File: src/rtl/testdrive_interrupt_scheduler_if.sv
// Host-facing bundle of the interrupt scheduler: source lines, configuration,
// acknowledge strobe and the single presented interrupt.
interface testdrive_interrupt_scheduler_if #(
  parameter int C_SOURCES = 8
);
  localparam int IDW = $clog2(C_SOURCES);

  logic                 EN;
  logic [C_SOURCES-1:0] SRC_INTR;
  logic [C_SOURCES-1:0] SRC_EN;
  logic [C_SOURCES-1:0] SRC_EDGE;
  logic                 ACK;
  logic [IDW-1:0]       ACK_ID;
  logic                 INTR;
  logic [IDW-1:0]       INTR_ID;
  logic [C_SOURCES-1:0] PENDING;
  logic                 BUSY;

  modport master (
    output EN, SRC_INTR, SRC_EN, SRC_EDGE, ACK, ACK_ID,
    input  INTR, INTR_ID, PENDING, BUSY
  );

  modport slave (
    input  EN, SRC_INTR, SRC_EN, SRC_EDGE, ACK, ACK_ID,
    output INTR, INTR_ID, PENDING, BUSY
  );
endinterface

File: src/rtl/testdrive_interrupt_scheduler.sv
// Collects edge/level interrupt sources, arbitrates them round-robin and
// presents one at a time on INTR, with an ACK-by-ID and a post-ACK hold-off.
module testdrive_interrupt_scheduler #(
  parameter int C_SOURCES        = 8,
  parameter int C_HOLDOFF_CYCLES = 16,
  parameter int C_ACTIVE         = 1
) (
  input logic                            CLK,
  input logic                            RST,
  testdrive_interrupt_scheduler_if.slave bus
);

  localparam int             IDW       = $clog2(C_SOURCES);
  localparam int             CW        = (C_HOLDOFF_CYCLES > 0) ? $clog2(C_HOLDOFF_CYCLES + 1) : 1;
  localparam logic           ACT       = (C_ACTIVE != 0);
  localparam logic [IDW-1:0] LAST_ID   = IDW'(C_SOURCES - 1);
  localparam logic [CW-1:0]  HOLD_LOAD = CW'(C_HOLDOFF_CYCLES);

  typedef enum logic [1:0] {
    IDLE,
    ASSERT,
    HOLDOFF
  } state_t;

  state_t               state_reg;
  logic [C_SOURCES-1:0] prev_reg;
  logic [C_SOURCES-1:0] pending_reg;
  logic [C_SOURCES-1:0] pending_next;
  logic [IDW-1:0]       rr_ptr_reg;
  logic [IDW-1:0]       rr_ptr_next;
  logic [IDW-1:0]       intr_id_reg;
  logic [CW-1:0]        hold_cnt_reg;
  logic                 intr_reg;
  logic                 busy_reg;
  logic                 ack_accept;
  logic                 grant_valid;
  logic [IDW-1:0]       grant_id;

  // An ACK only counts against the source currently presented.
  assign ack_accept = bus.EN && (state_reg == ASSERT) && bus.ACK && (bus.ACK_ID == intr_id_reg);

  generate
    for (genvar gi = 0; gi < C_SOURCES; gi++) begin : g_pending
      logic rise;
      logic clr;
      assign rise = bus.SRC_EN[gi] & bus.SRC_INTR[gi] & ~prev_reg[gi];
      assign clr  = ack_accept & (bus.ACK_ID == IDW'(gi));
      // Edge mode: a new edge beats a same-cycle ACK; masking always clears.
      assign pending_next[gi] = bus.SRC_EDGE[gi]
                              ? (bus.SRC_EN[gi] & (rise | (pending_reg[gi] & ~clr)))
                              : (bus.SRC_EN[gi] & bus.SRC_INTR[gi]);
    end
  endgenerate

  // First pending source at or after the pointer, wrapping at C_SOURCES.
  always_comb begin
    int idx;
    idx         = 0;
    grant_valid = 1'b0;
    grant_id    = rr_ptr_reg;
    for (int k = 0; k < C_SOURCES; k++) begin
      idx = int'(rr_ptr_reg) + k;
      if (idx >= C_SOURCES) begin
        idx = idx - C_SOURCES;
      end
      if (!grant_valid && pending_reg[idx[IDW-1:0]]) begin
        grant_valid = 1'b1;
        grant_id    = idx[IDW-1:0];
      end
    end
  end

  assign rr_ptr_next = (intr_id_reg == LAST_ID) ? '0 : intr_id_reg + 1'b1;

  always_ff @(posedge CLK) begin
    if (RST) begin
      state_reg    <= IDLE;
      prev_reg     <= '0;
      pending_reg  <= '0;
      rr_ptr_reg   <= '0;
      intr_id_reg  <= '0;
      hold_cnt_reg <= '0;
      intr_reg     <= ~ACT;
      busy_reg     <= 1'b0;
    end else begin
      prev_reg    <= bus.SRC_INTR;
      pending_reg <= pending_next;
      if (!bus.EN) begin
        state_reg <= IDLE;
        intr_reg  <= ~ACT;
        busy_reg  <= 1'b0;
      end else begin
        case (state_reg)
          IDLE: begin
            if (grant_valid) begin
              intr_id_reg <= grant_id;
              intr_reg    <= ACT;
              busy_reg    <= 1'b1;
              state_reg   <= ASSERT;
            end
          end
          ASSERT: begin
            if (ack_accept) begin
              intr_reg     <= ~ACT;
              rr_ptr_reg   <= rr_ptr_next;
              hold_cnt_reg <= HOLD_LOAD;
              if (C_HOLDOFF_CYCLES == 0) begin
                state_reg <= IDLE;
                busy_reg  <= 1'b0;
              end else begin
                state_reg <= HOLDOFF;
              end
            end
          end
          HOLDOFF: begin
            hold_cnt_reg <= hold_cnt_reg - 1'b1;
            if (hold_cnt_reg <= CW'(1)) begin
              state_reg <= IDLE;
              busy_reg  <= 1'b0;
            end
          end
          default: begin
            state_reg <= IDLE;
            intr_reg  <= ~ACT;
            busy_reg  <= 1'b0;
          end
        endcase
      end
    end
  end

  assign bus.INTR    = intr_reg;
  assign bus.INTR_ID = intr_id_reg;
  assign bus.PENDING = pending_reg;
  assign bus.BUSY    = busy_reg;

endmodule

File: src/flat_wrapper.sv
// flat-port wrapper written by rule: the top's interface ports become plain ports
module testdrive_interrupt_scheduler_flat 
#(
  parameter int C_SOURCES        = 8,
  parameter int C_HOLDOFF_CYCLES = 16,
  parameter int C_ACTIVE         = 1
)
  (CLK, RST, bus_EN, bus_SRC_INTR, bus_SRC_EN, bus_SRC_EDGE, bus_ACK, bus_ACK_ID, bus_INTR, bus_INTR_ID, bus_PENDING, bus_BUSY);
  testdrive_interrupt_scheduler_if #(.C_SOURCES(C_SOURCES)) bus_i ();
  input logic CLK;
  input logic RST;
  input wire logic [$bits(bus_i.EN)-1:0] bus_EN;
  input wire logic [$bits(bus_i.SRC_INTR)-1:0] bus_SRC_INTR;
  input wire logic [$bits(bus_i.SRC_EN)-1:0] bus_SRC_EN;
  input wire logic [$bits(bus_i.SRC_EDGE)-1:0] bus_SRC_EDGE;
  input wire logic [$bits(bus_i.ACK)-1:0] bus_ACK;
  input wire logic [$bits(bus_i.ACK_ID)-1:0] bus_ACK_ID;
  output wire logic [$bits(bus_i.INTR)-1:0] bus_INTR;
  output wire logic [$bits(bus_i.INTR_ID)-1:0] bus_INTR_ID;
  output wire logic [$bits(bus_i.PENDING)-1:0] bus_PENDING;
  output wire logic [$bits(bus_i.BUSY)-1:0] bus_BUSY;
  assign bus_i.EN = bus_EN;
  assign bus_i.SRC_INTR = bus_SRC_INTR;
  assign bus_i.SRC_EN = bus_SRC_EN;
  assign bus_i.SRC_EDGE = bus_SRC_EDGE;
  assign bus_i.ACK = bus_ACK;
  assign bus_i.ACK_ID = bus_ACK_ID;
  assign bus_INTR = bus_i.INTR;
  assign bus_INTR_ID = bus_i.INTR_ID;
  assign bus_PENDING = bus_i.PENDING;
  assign bus_BUSY = bus_i.BUSY;
  testdrive_interrupt_scheduler #(.C_SOURCES(C_SOURCES), .C_HOLDOFF_CYCLES(C_HOLDOFF_CYCLES), .C_ACTIVE(C_ACTIVE)) u_core (.CLK(CLK), .RST(RST), .bus(bus_i));
endmodule
File: config.mk
export PLATFORM = sky130hd
export DESIGN_NAME = testdrive_interrupt_scheduler_flat
export DESIGN_NICKNAME = d
export VERILOG_FILES = /design/src/rtl/testdrive_interrupt_scheduler_if.sv /design/src/rtl/testdrive_interrupt_scheduler.sv /design/src/flat_wrapper.sv
export SDC_FILE = /design/constraint.sdc
export NUM_CORES = 1
export LEC_CHECK = 0
export BUFFER_PORTS_ARGS = -buffer_cell sky130_fd_sc_hd__buf_2
export CAP_MARGIN = 20
export CORE_AREA = 2 2 76 78
export CTS_BUF_LIST = sky130_fd_sc_hd__clkbuf_4 sky130_fd_sc_hd__clkbuf_8
export DETAILED_ROUTE_END_ITERATION = 12
export DIE_AREA = 0 0 78 80
export PLACE_DENSITY = 0.61
export SYNTH_ARGS = -nofsm -noshare
export SYNTH_HDL_FRONTEND = slang
export SYNTH_SLANG_ARGS = --single-unit
File: constraint.sdc
create_clock -name CLK -period 3.49 [get_ports CLK]
set_input_delay 0.5235 -clock CLK [delete_from_list [all_inputs] [get_ports CLK]]
set_output_delay 0.5235 -clock CLK [all_outputs]
set_load 0.05 [all_outputs]
* Yosys cells after proc, flatten, opt, wreduce, memory -nomap -nowiden
Index checks and enable logic that the tools add are counted. Widths: inputs -> output; s select.
Word-level totals: register bits after elaboration 31, input port bits 31, output and inout bits 13, logic and storage cells 210
Operators by class: add/subtract/negate cells 17, order comparisons 17, eq/ne operators 14, multiplexer cells 60, bitwise operators 67, reduce and logical (&&, ||, !) cells 27
Operator list (number):
- $mux 3 | 17
- $and 1x1->1 | 40
- $lt 3x4->1 const B | 8
- $ge 4x4->1 const B | 7
- $mux 1 | 27
- $bmux 1 s3 | 8
- $sub 3x1->3 const B | 8
- $not 1->1 | 19
- $reduce_and 3->1 | 6
- $add 3x3->4 const B | 4
- $eq 3x3->1 const B | 5
- $logic_and 1x1->1 | 10
- $pmux 5 s2 | 1
- $add 3x2->4 const B | 2
- $or 1x1->1 | 8
- $logic_not 1->1 | 7
- $eq 3x2->1 const B | 2
- $mux 2 | 3
- $ne 2x1->1 const B | 3
- $pmux 1 s3 | 2
- $pmux 2 s3 | 1
- $le 5x1->1 const B | 1
- $mux 5 | 1
- $sub 5x1->5 const B | 1
- 11 further kinds | 11

* Depth between registers and ports, before layout
Gate-level depths: netlist of run 1.
depth in word-level cells 28, mapped depth 12

* Least setup slack after synthesis of run 1
No wires, ideal clock.
path kind reg-to-reg, start reg u_core.rr_ptr_reg[1], end reg u_core.intr_id_reg[2] (netlist: u_core.bus.INTR_ID[2]), setup time 0.131 ns, arrival time 2.887 ns, required time 3.359 ns, path slack 0.472 ns, cell stages (with the launch flop) 12, period minus slack after synthesis 3.018 ns, cell sequence dfxtp_1 > clkbuf_1 > inv_1 > ha_1 > buf_2 > mux4_2 > mux2i_1 > nand3_1 > a211o_1 > nand3b_2 > mux2i_1 > a21oi_2
Between the ends: word-level cells in the longest chain between the ends 27
RTL lines:
- start: declaration | RTL line testdrive_interrupt_scheduler.sv:29 | logic [IDW-1:0] rr_ptr_reg;
- start signal: assignment | RTL line testdrive_interrupt_scheduler.sv:105 | rr_ptr_reg <= rr_ptr_next;
- branches (longest 27 deep; another with $add 3x1->4)
- end signal: assignment | RTL line testdrive_interrupt_scheduler.sv:96 | intr_id_reg <= grant_id;
- end: declaration | RTL line testdrive_interrupt_scheduler.sv:31 | logic [IDW-1:0] intr_id_reg;
Several ways; the timed one is not identified. The select of a mux whose other input is x is not followed. A chain may end at the register's enable or synchronous reset.

* Final worst setup path of run 1
start reg u_core.rr_ptr_reg[0], end reg u_core.intr_id_reg[2] (netlist: u_core.bus.INTR_ID[2])
The elaborated chain is that of the path after synthesis.

==> metrics.md, run 1 <==
| Metric | Value |
|---|---|
| Number of diodes | `0` |
| Largest net degree at the start of global routing | `30` |
| Die W | `78 µm` |
| Data required, critical path | `3.64 ns` |
| Area contributors post-synth | `dfxtp_1 26%, mux4_2 7.7%, nand2_1 4.8%, mux2i_1 4.7%, mux4_1 4.5%` |
| Final Max Tran Viols | `0` |
| Final #Nets | `337` |
| First-pass GRT wire length | `9510 µm` |
| 1st-pass router iterations | `4` |
| Layout cells sized above 1 | `0.269` |
| IO Port Bufs | `43` |
| Area of the mapped netlist | `2350 µm²` |
| Status | `complete, no violations` |
| Sw Ratio | `0.305` |
| Delay-heaviest family, CP | `multiplexers` |
| Leak | `1.07 nW` |
| Power per cell area | `315 nW/µm²` |
| Final Skew | `0.00843 ns` |
| Mapped Cells | `258` |
| Dpl cells | `365` |
| Global route overflow | `0` |
| Syn nets | `295` |
| Worst-margin pin slew | `0.713 ns` |
| Worst skew pair latency | `0.28 ns` |
| Max FO, Critical Path | `15` |
| Initial antenna violation count | `0` |
| Crit Path Class | `reg -> reg` |
| Post-synth top area cell | `dfxtp_1` |
| Share of power burned in the clock network | `0.330` |
| Root Driver | `clkbuf_8` |
| Hold Fails Final Rpt | `0` |
| CTS-repair resized insts | `0` |
| Placer Congestion | `0.826` |
| Flops & latches, synth | `31` |
| Sequential-to-total area share from yosys stat | `0.264` |
| Cell variety after synth | `61` |
| Max-slew headroom | `0.524` |
| Syn-to-layout area delta | `15.6%` |
| Fillers | `537` |
| Total CTS buffers | `5` |
| Max Clk Rate | `0.320 GHz` |
| Max H-tree Level | `2` |
| Placed inst area | `2630 µm²` |
| Antenna-violating nets left | `0` |
| Ys async rst share | `0` |
| Vias in the first global route | `2001` |
| Worst path cell trace | `inv_1 -> ha_1 -> mux4_2 -> mux2i_1 -> nand3_1 -> a211o_1 -> nand3b_2 -> mux2i_1 -> a21oi_2` |
| Clk buf depth | `2` |
| Final worst-path cycle share | `0.895` |
| Ys Warns | `0` |
| RSZ-0062 raised after global routing | `no` |
| Postcts setup bufs | `0` |
| EDFF count, synth | `0` |
| Cell mode on critical path | `mux2i_1` |
| DRT Wirelength | `5770 µm` |
| Per-cell routed wire length | `15.5 µm` |
| CTS Sinks | `31` |
| DP HPWL | `4330 µm` |
| Die Y | `80 µm` |
| HP Class | `in -> reg` |
| CP Launch Type | `flop` |
| Core area | `5410 µm²` |
| Switching power | `0.261 mW` |
| WP data arrival | `3.28 ns` |
| Top-area cell type share of the netlist area | `0.264` |
| Initial Util | `0.434` |
| Final Setup Violations | `0` |
| CTS tree | `built` |
| Commonest non-fill, non-tap cells in the layout | `43 x buf_2, 31 x dfxtp_1, 30 x nand2_1` |
| CP max stage cell | `ha_1` |
| Number of remaining DRC errors | `0` |
| Via count | `2115` |
| Synth Flop Type | `dfxtp_1` |
| Leading cell type in the layout, fill and taps excluded | `buf_2` |
| Critical Path Sink Type | `flop` |
| Non-Filler Instances | `373` |
| # rows | `27` |
| Cell Int Power | `0.593 mW` |
| Gr usage total | `0.191` |
| Setup_tns | `0 ns` |
| IO Count | `44` |
| Post-CTS Hold Buffers | `0` |
| Maximum single-stage delay on the critical path | `0.67 ns` |
| Min Tclk post-route | `3.12 ns` |
| Peak VDD IR | `242 µV` |
| Clk slew on worst S/H paths | `0.07 ns` |
| Drt initial violations | `119` |
| Total of max-cap violations | `0` |
| Worst hold slack | `0.467 ns` |
| Worst path buffer plus inverter count | `1` |
| Vias per Instance | `5.67` |
| Final Cell Area | `2710 µm²` |
| Sequential Power Share | `0.457` |
| Logic pwr share | `0.214` |
| Die area | `6240 µm²` |
| Post-Syn Area per Cell | `9.10 µm²` |
[cell families (layout without fill, tap and decap cells)]
logic type / count (synthesis) / count (layout) / share of synthesized area
DFF: 31 / 31 / 0.264
AOI/OAI and AO/OA: 51 / 51 / 0.167
buffers and inverters: 22 / 65 / 0.0410
xor gates and xnor gates: 10 / 10 / 0.0373
adders and majority gates: 6 / 6 / 0.0320
and+or+nand+nor: 107 / 107 / 0.249
muxes: 31 / 31 / 0.209
[through the flow]
stage / power (mW) / setup WS, ns / util
4_1_cts: 0.862 / 0.385 / 0.502
6_report: 0.854 / 0.366 / 0.502
3_3_place_gp: 0.579 / 0.432 / 0.486
2_1_floorplan: 0.526 / 0.472 / -
3_5_place_dp: 0.580 / 0.382 / 0.486
5_1_grt: 0.894 / 0.0775 / 0.502
[synthesized netlist by cell type, drive strengths merged (2+ instances only)]
master	n
a21oi	16
mux4	12
xor2	6
nand3	8
nand3b	3
nor2	18
ha	6
nor3	7
or2	2
inv	10
mux2	7
dfxtp	31
nand2	30
nand2b	5
o21ai	2
xnor2	4
mux2i	12
o32a	2
nor4	2
o211ai	2
o31ai	2
and2	3
clkbuf	5
o22ai	3
a32oi	8
nor2b	15
a211o	2
a31oi	3
nor3b	8
a211oi	2
buf	7
[per-layer routing]
metal	routed length (µm)	part of all wire	GRT usage
met1	2720	0.47	0.261
met2	2650	0.46	0.297
met3	271	0.047	0.0385
met4	129	0.022	0.0719
met5	0	0	0
[area by class of cell]
type	instances	area (µm²)	area share
repair buffers	47	245	0.0904
well taps	72	90.1	0.0332
multi-input cells	205	1630	0.601
flip-flops and latches	31	621	0.229
clock buffers	6	76.3	0.0281
clock inverters	2	12.5	0.00461
inverters	10	37.5	0.0138
[path summary, 6_finish.rpt]
path | slack (ns) | endpoint | cells after the start | startpoint
min | 0.47 | u_core.prev_reg[6] | 2 | bus_SRC_INTR[6]
max | 0.37 | u_core.bus.INTR_ID[2] | 9 | u_core.rr_ptr_reg[0]
min reg2reg | 0.48 | u_core.bus.BUSY | 2 | u_core.bus.BUSY
max reg2reg | 0.37 | u_core.bus.INTR_ID[2] | 9 | u_core.rr_ptr_reg[0]
[power by group through the flow]
stage	Sequential, mW	Combinational, mW	Clock, mW
after global placement	0.398	0.181	0
after CTS	0.390	0.183	0.289
after detailed placement	0.398	0.183	0
after floorplan	0.421	0.104	0
final	0.390	0.183	0.281
after global routing	0.392	0.199	0.303
Note: power is estimated with default switching activity, not from simulation.
==> inputs of run 2 (changes only) <==
--- a/config.mk
+++ b/config.mk
@@ -7,11 +7,13 @@
 export LEC_CHECK = 0
 export BUFFER_PORTS_ARGS = -buffer_cell sky130_fd_sc_hd__buf_2
 export CAP_MARGIN = 20
-export CORE_AREA = 2 2 76 78
+export CELL_PAD_IN_SITES_DETAIL_PLACEMENT = 1
+export CELL_PAD_IN_SITES_GLOBAL_PLACEMENT = 2
+export CORE_AREA = 2 2 85 87
 export CTS_BUF_LIST = sky130_fd_sc_hd__clkbuf_4 sky130_fd_sc_hd__clkbuf_8
 export DETAILED_ROUTE_END_ITERATION = 12
-export DIE_AREA = 0 0 78 80
-export PLACE_DENSITY = 0.61
+export DIE_AREA = 0 0 87 89
+export PLACE_DENSITY = 0.77
 export SYNTH_ARGS = -nofsm -noshare
 export SYNTH_HDL_FRONTEND = slang
 export SYNTH_SLANG_ARGS = --single-unit
==> run 2 against run 1 <==
Die area is 24% higher. Fmax is 0.98% higher. Non-clock buffer count is 1 higher. Routed wire length is 12% higher. Sequential power hardly changed. Critical path type unchanged.
==> metrics.md, run 2 (synthesized netlist as in run 1, its figures left out) <==
| Metric | Value |
|---|---|
| Status | `complete, no violations` |
| RSZ-0062 raised after global routing | `no` |
| Max FO, Critical Path | `13 (-2)` |
| HP Class | `in -> reg` |
| Critical Path Sink Type | `flop` |
| CTS-repair resized insts | `0 (unchanged)` |
| Peak VDD IR | `141 µV (-42%)` |
| Reg area | `621 µm² (unchanged)` |
| Vias per Instance | `5.50 (-3.0%)` |
| Initial Util | `0.350 (-0.0850)` |
| Clk slew on worst S/H paths | `0.07 ns (about the same)` |
| Gr usage total | `0.174 (-0.0167)` |
| Layout cells sized above 1 | `0.272 (+0.00242)` |
| Antenna-violating nets left | `0 (unchanged)` |
| Per-cell routed wire length | `16.9 µm (+9.4%)` |
| Final Max Tran Viols | `0 (unchanged)` |
| Initial antenna violation count | `0 (unchanged)` |
| Cell mode on critical path | `mux2i_1` |
| Leading cell type in the layout, fill and taps excluded | `buf_2` |
| Max H-tree Level | `2 (unchanged)` |
| CP Launch Type | `flop` |
| Data required, critical path | `3.64 ns (about the same)` |
| Worst path cell trace | `inv_1 -> ha_1 -> mux4_2 -> mux2i_1 -> nand3_1 -> a211o_1 -> nand3b_2 -> mux2i_1 -> a21oi_2` |
| Final Skew | `0.00692 ns (-0.00151 ns)` |
| Via count | `2100 (-0.71%)` |
| 1st-pass router iterations | `4 (unchanged)` |
| IO Port Bufs | `43 (unchanged)` |
| Final #Nets | `338 (+0.30%)` |
| Die area | `7740 µm² (+24%)` |
| Worst skew pair latency | `0.28 ns (about the same)` |
| Drt initial violations | `90 (-24%)` |
| Final Setup Violations | `0 (unchanged)` |
| Commonest non-fill, non-tap cells in the layout | `43 x buf_2, 31 x dfxtp_1, 30 x nand2_1` |
| Number of diodes | `0 (unchanged)` |
| # rows | `30 (+11%)` |
| Syn-to-layout area delta | `16.3%` |
| CTS Sinks | `31 (unchanged)` |
| Postcts setup bufs | `0 (unchanged)` |
| DRT Wirelength | `6460 µm (+12%)` |
| Register-to-Register Path Depth | `9 (unchanged)` |
| Dpl cells | `374 (+2.5%)` |
| Critical R2R Launch | `u_core.rr_ptr_reg[0]` |
| Non-Filler Instances | `382 (+2.4%)` |
| Worst hold start | `bus_SRC_INTR[0]` |
| Hold depth | `2 (unchanged)` |
| Final worst-path cycle share | `0.887 (-0.00870)` |
| Fillers | `801 (+49%)` |
| Vias in the first global route | `2131 (+6.5%)` |
| First-pass GRT wire length | `10500 µm (+11%)` |
| Power per cell area | `315 nW/µm² (+0.17%)` |
| Hold Fails Final Rpt | `0 (unchanged)` |
| Area of the multi-input gates | `1630 µm² (unchanged)` |
| Max Clk Rate | `0.323 GHz (+0.98%)` |
| Placer Congestion | `0.826 (about the same)` |
| IO Count | `44 (unchanged)` |
| Worst-margin pin slew | `0.706 ns (-0.00688 ns)` |
| Crit Path Class | `reg -> reg` |
| WP data arrival | `3.25 ns (-0.03 ns)` |
| CTS tree | `built` |
| Max-slew headroom | `0.528 (+0.00459)` |
| Clk buf depth | `2 (unchanged)` |
| Setup_tns | `0 ns (unchanged)` |
| Hold EP | `u_core.prev_reg[0]` |
| Number of remaining DRC errors | `0 (unchanged)` |
| R2r setup slk | `0.40 ns (+0.03 ns)` |
| Total of max-cap violations | `0 (unchanged)` |
| DP HPWL | `5020 µm (+16%)` |
| Min Tclk post-route | `3.09 ns (-0.0304 ns)` |
| FF-to-FF End | `u_core.bus.INTR_ID[2]` |
| Die Y | `89 µm (+11%)` |
| Global route overflow | `0 (unchanged)` |
| Die W | `87 µm (+12%)` |
| Tot Pwr | `0.861 mW (+0.81%)` |
| Core area | `6720 µm² (+24%)` |
| Worst hold slack | `0.462 ns (-0.00507 ns)` |
| Root Driver | `clkbuf_8` |
| CP max stage cell | `ha_1` |
| Util after Layout | `0.407 (-0.0956)` |
| Maximum single-stage delay on the critical path | `0.62 ns (-0.05 ns)` |
| Largest net degree at the start of global routing | `30 (unchanged)` |
| Post-CTS Hold Buffers | `0 (unchanged)` |
| Total CTS buffers | `5 (unchanged)` |
| Leak | `1.07 nW (+0.40%)` |
==> run 2: through the flow <==
step	setup slack, ns	area, µm²
global placement	0.472	2640
global route	0.0676	2730
detailed placement	0.367	2640
CTS	0.358	2730
finish	0.396	2730
floorplan	0.472	2350
==> run 2: cell type report <==
class / count / share of cell area
multi-input cells: 205 / 0.597
flip-flops and latches: 31 / 0.227
repair buffers: 48 / 0.0925
well taps: 80 / 0.0366
clock buffers: 6 / 0.0279
inverters: 10 / 0.0137
clock inverters: 2 / 0.00458
==> run 2: worst max-delay path by stage <==
stage,endpoint,depth (start not counted),start,slack [ns]
floorplan,u_core.bus.INTR_ID[2],11,u_core.rr_ptr_reg[1],0.47
global placement,u_core.bus.INTR_ID[2],9,u_core.rr_ptr_reg[0],0.47
detailed placement,u_core.bus.INTR_ID[2],9,u_core.rr_ptr_reg[0],0.37
CTS,u_core.bus.INTR_ID[2],9,u_core.rr_ptr_reg[0],0.36
global route,u_core.bus.INTR_ID[2],9,u_core.rr_ptr_reg[0],0.07
finish,u_core.bus.INTR_ID[2],9,u_core.rr_ptr_reg[0],0.40
==> run 2: per-layer routing <==
metal  track usage  part of all wire  vias to the layer above
li1              -                 -                     1044
met1         0.229              0.49                     1020
met2         0.305              0.48                       32
met3        0.0286             0.029                        4
met4        0.0298            0.0048                        0
met5             0                 0                        -
==> run 2: power by group <==
part | internal, mW | switching [mW]
registers | 0.369 | 0.0206
logic | 0.0779 | 0.108
clock network | 0.147 | 0.138
==> run 2: worst max-delay path, delay by kind of cell (launching register included) <==
family          cells  cell delay (ns)
fa+ha+maj           1             0.62
mux                 3             1.05
flops               1             0.33
simple gates        2             0.38
compound gates      2             0.49
buf+inv             1             0.09
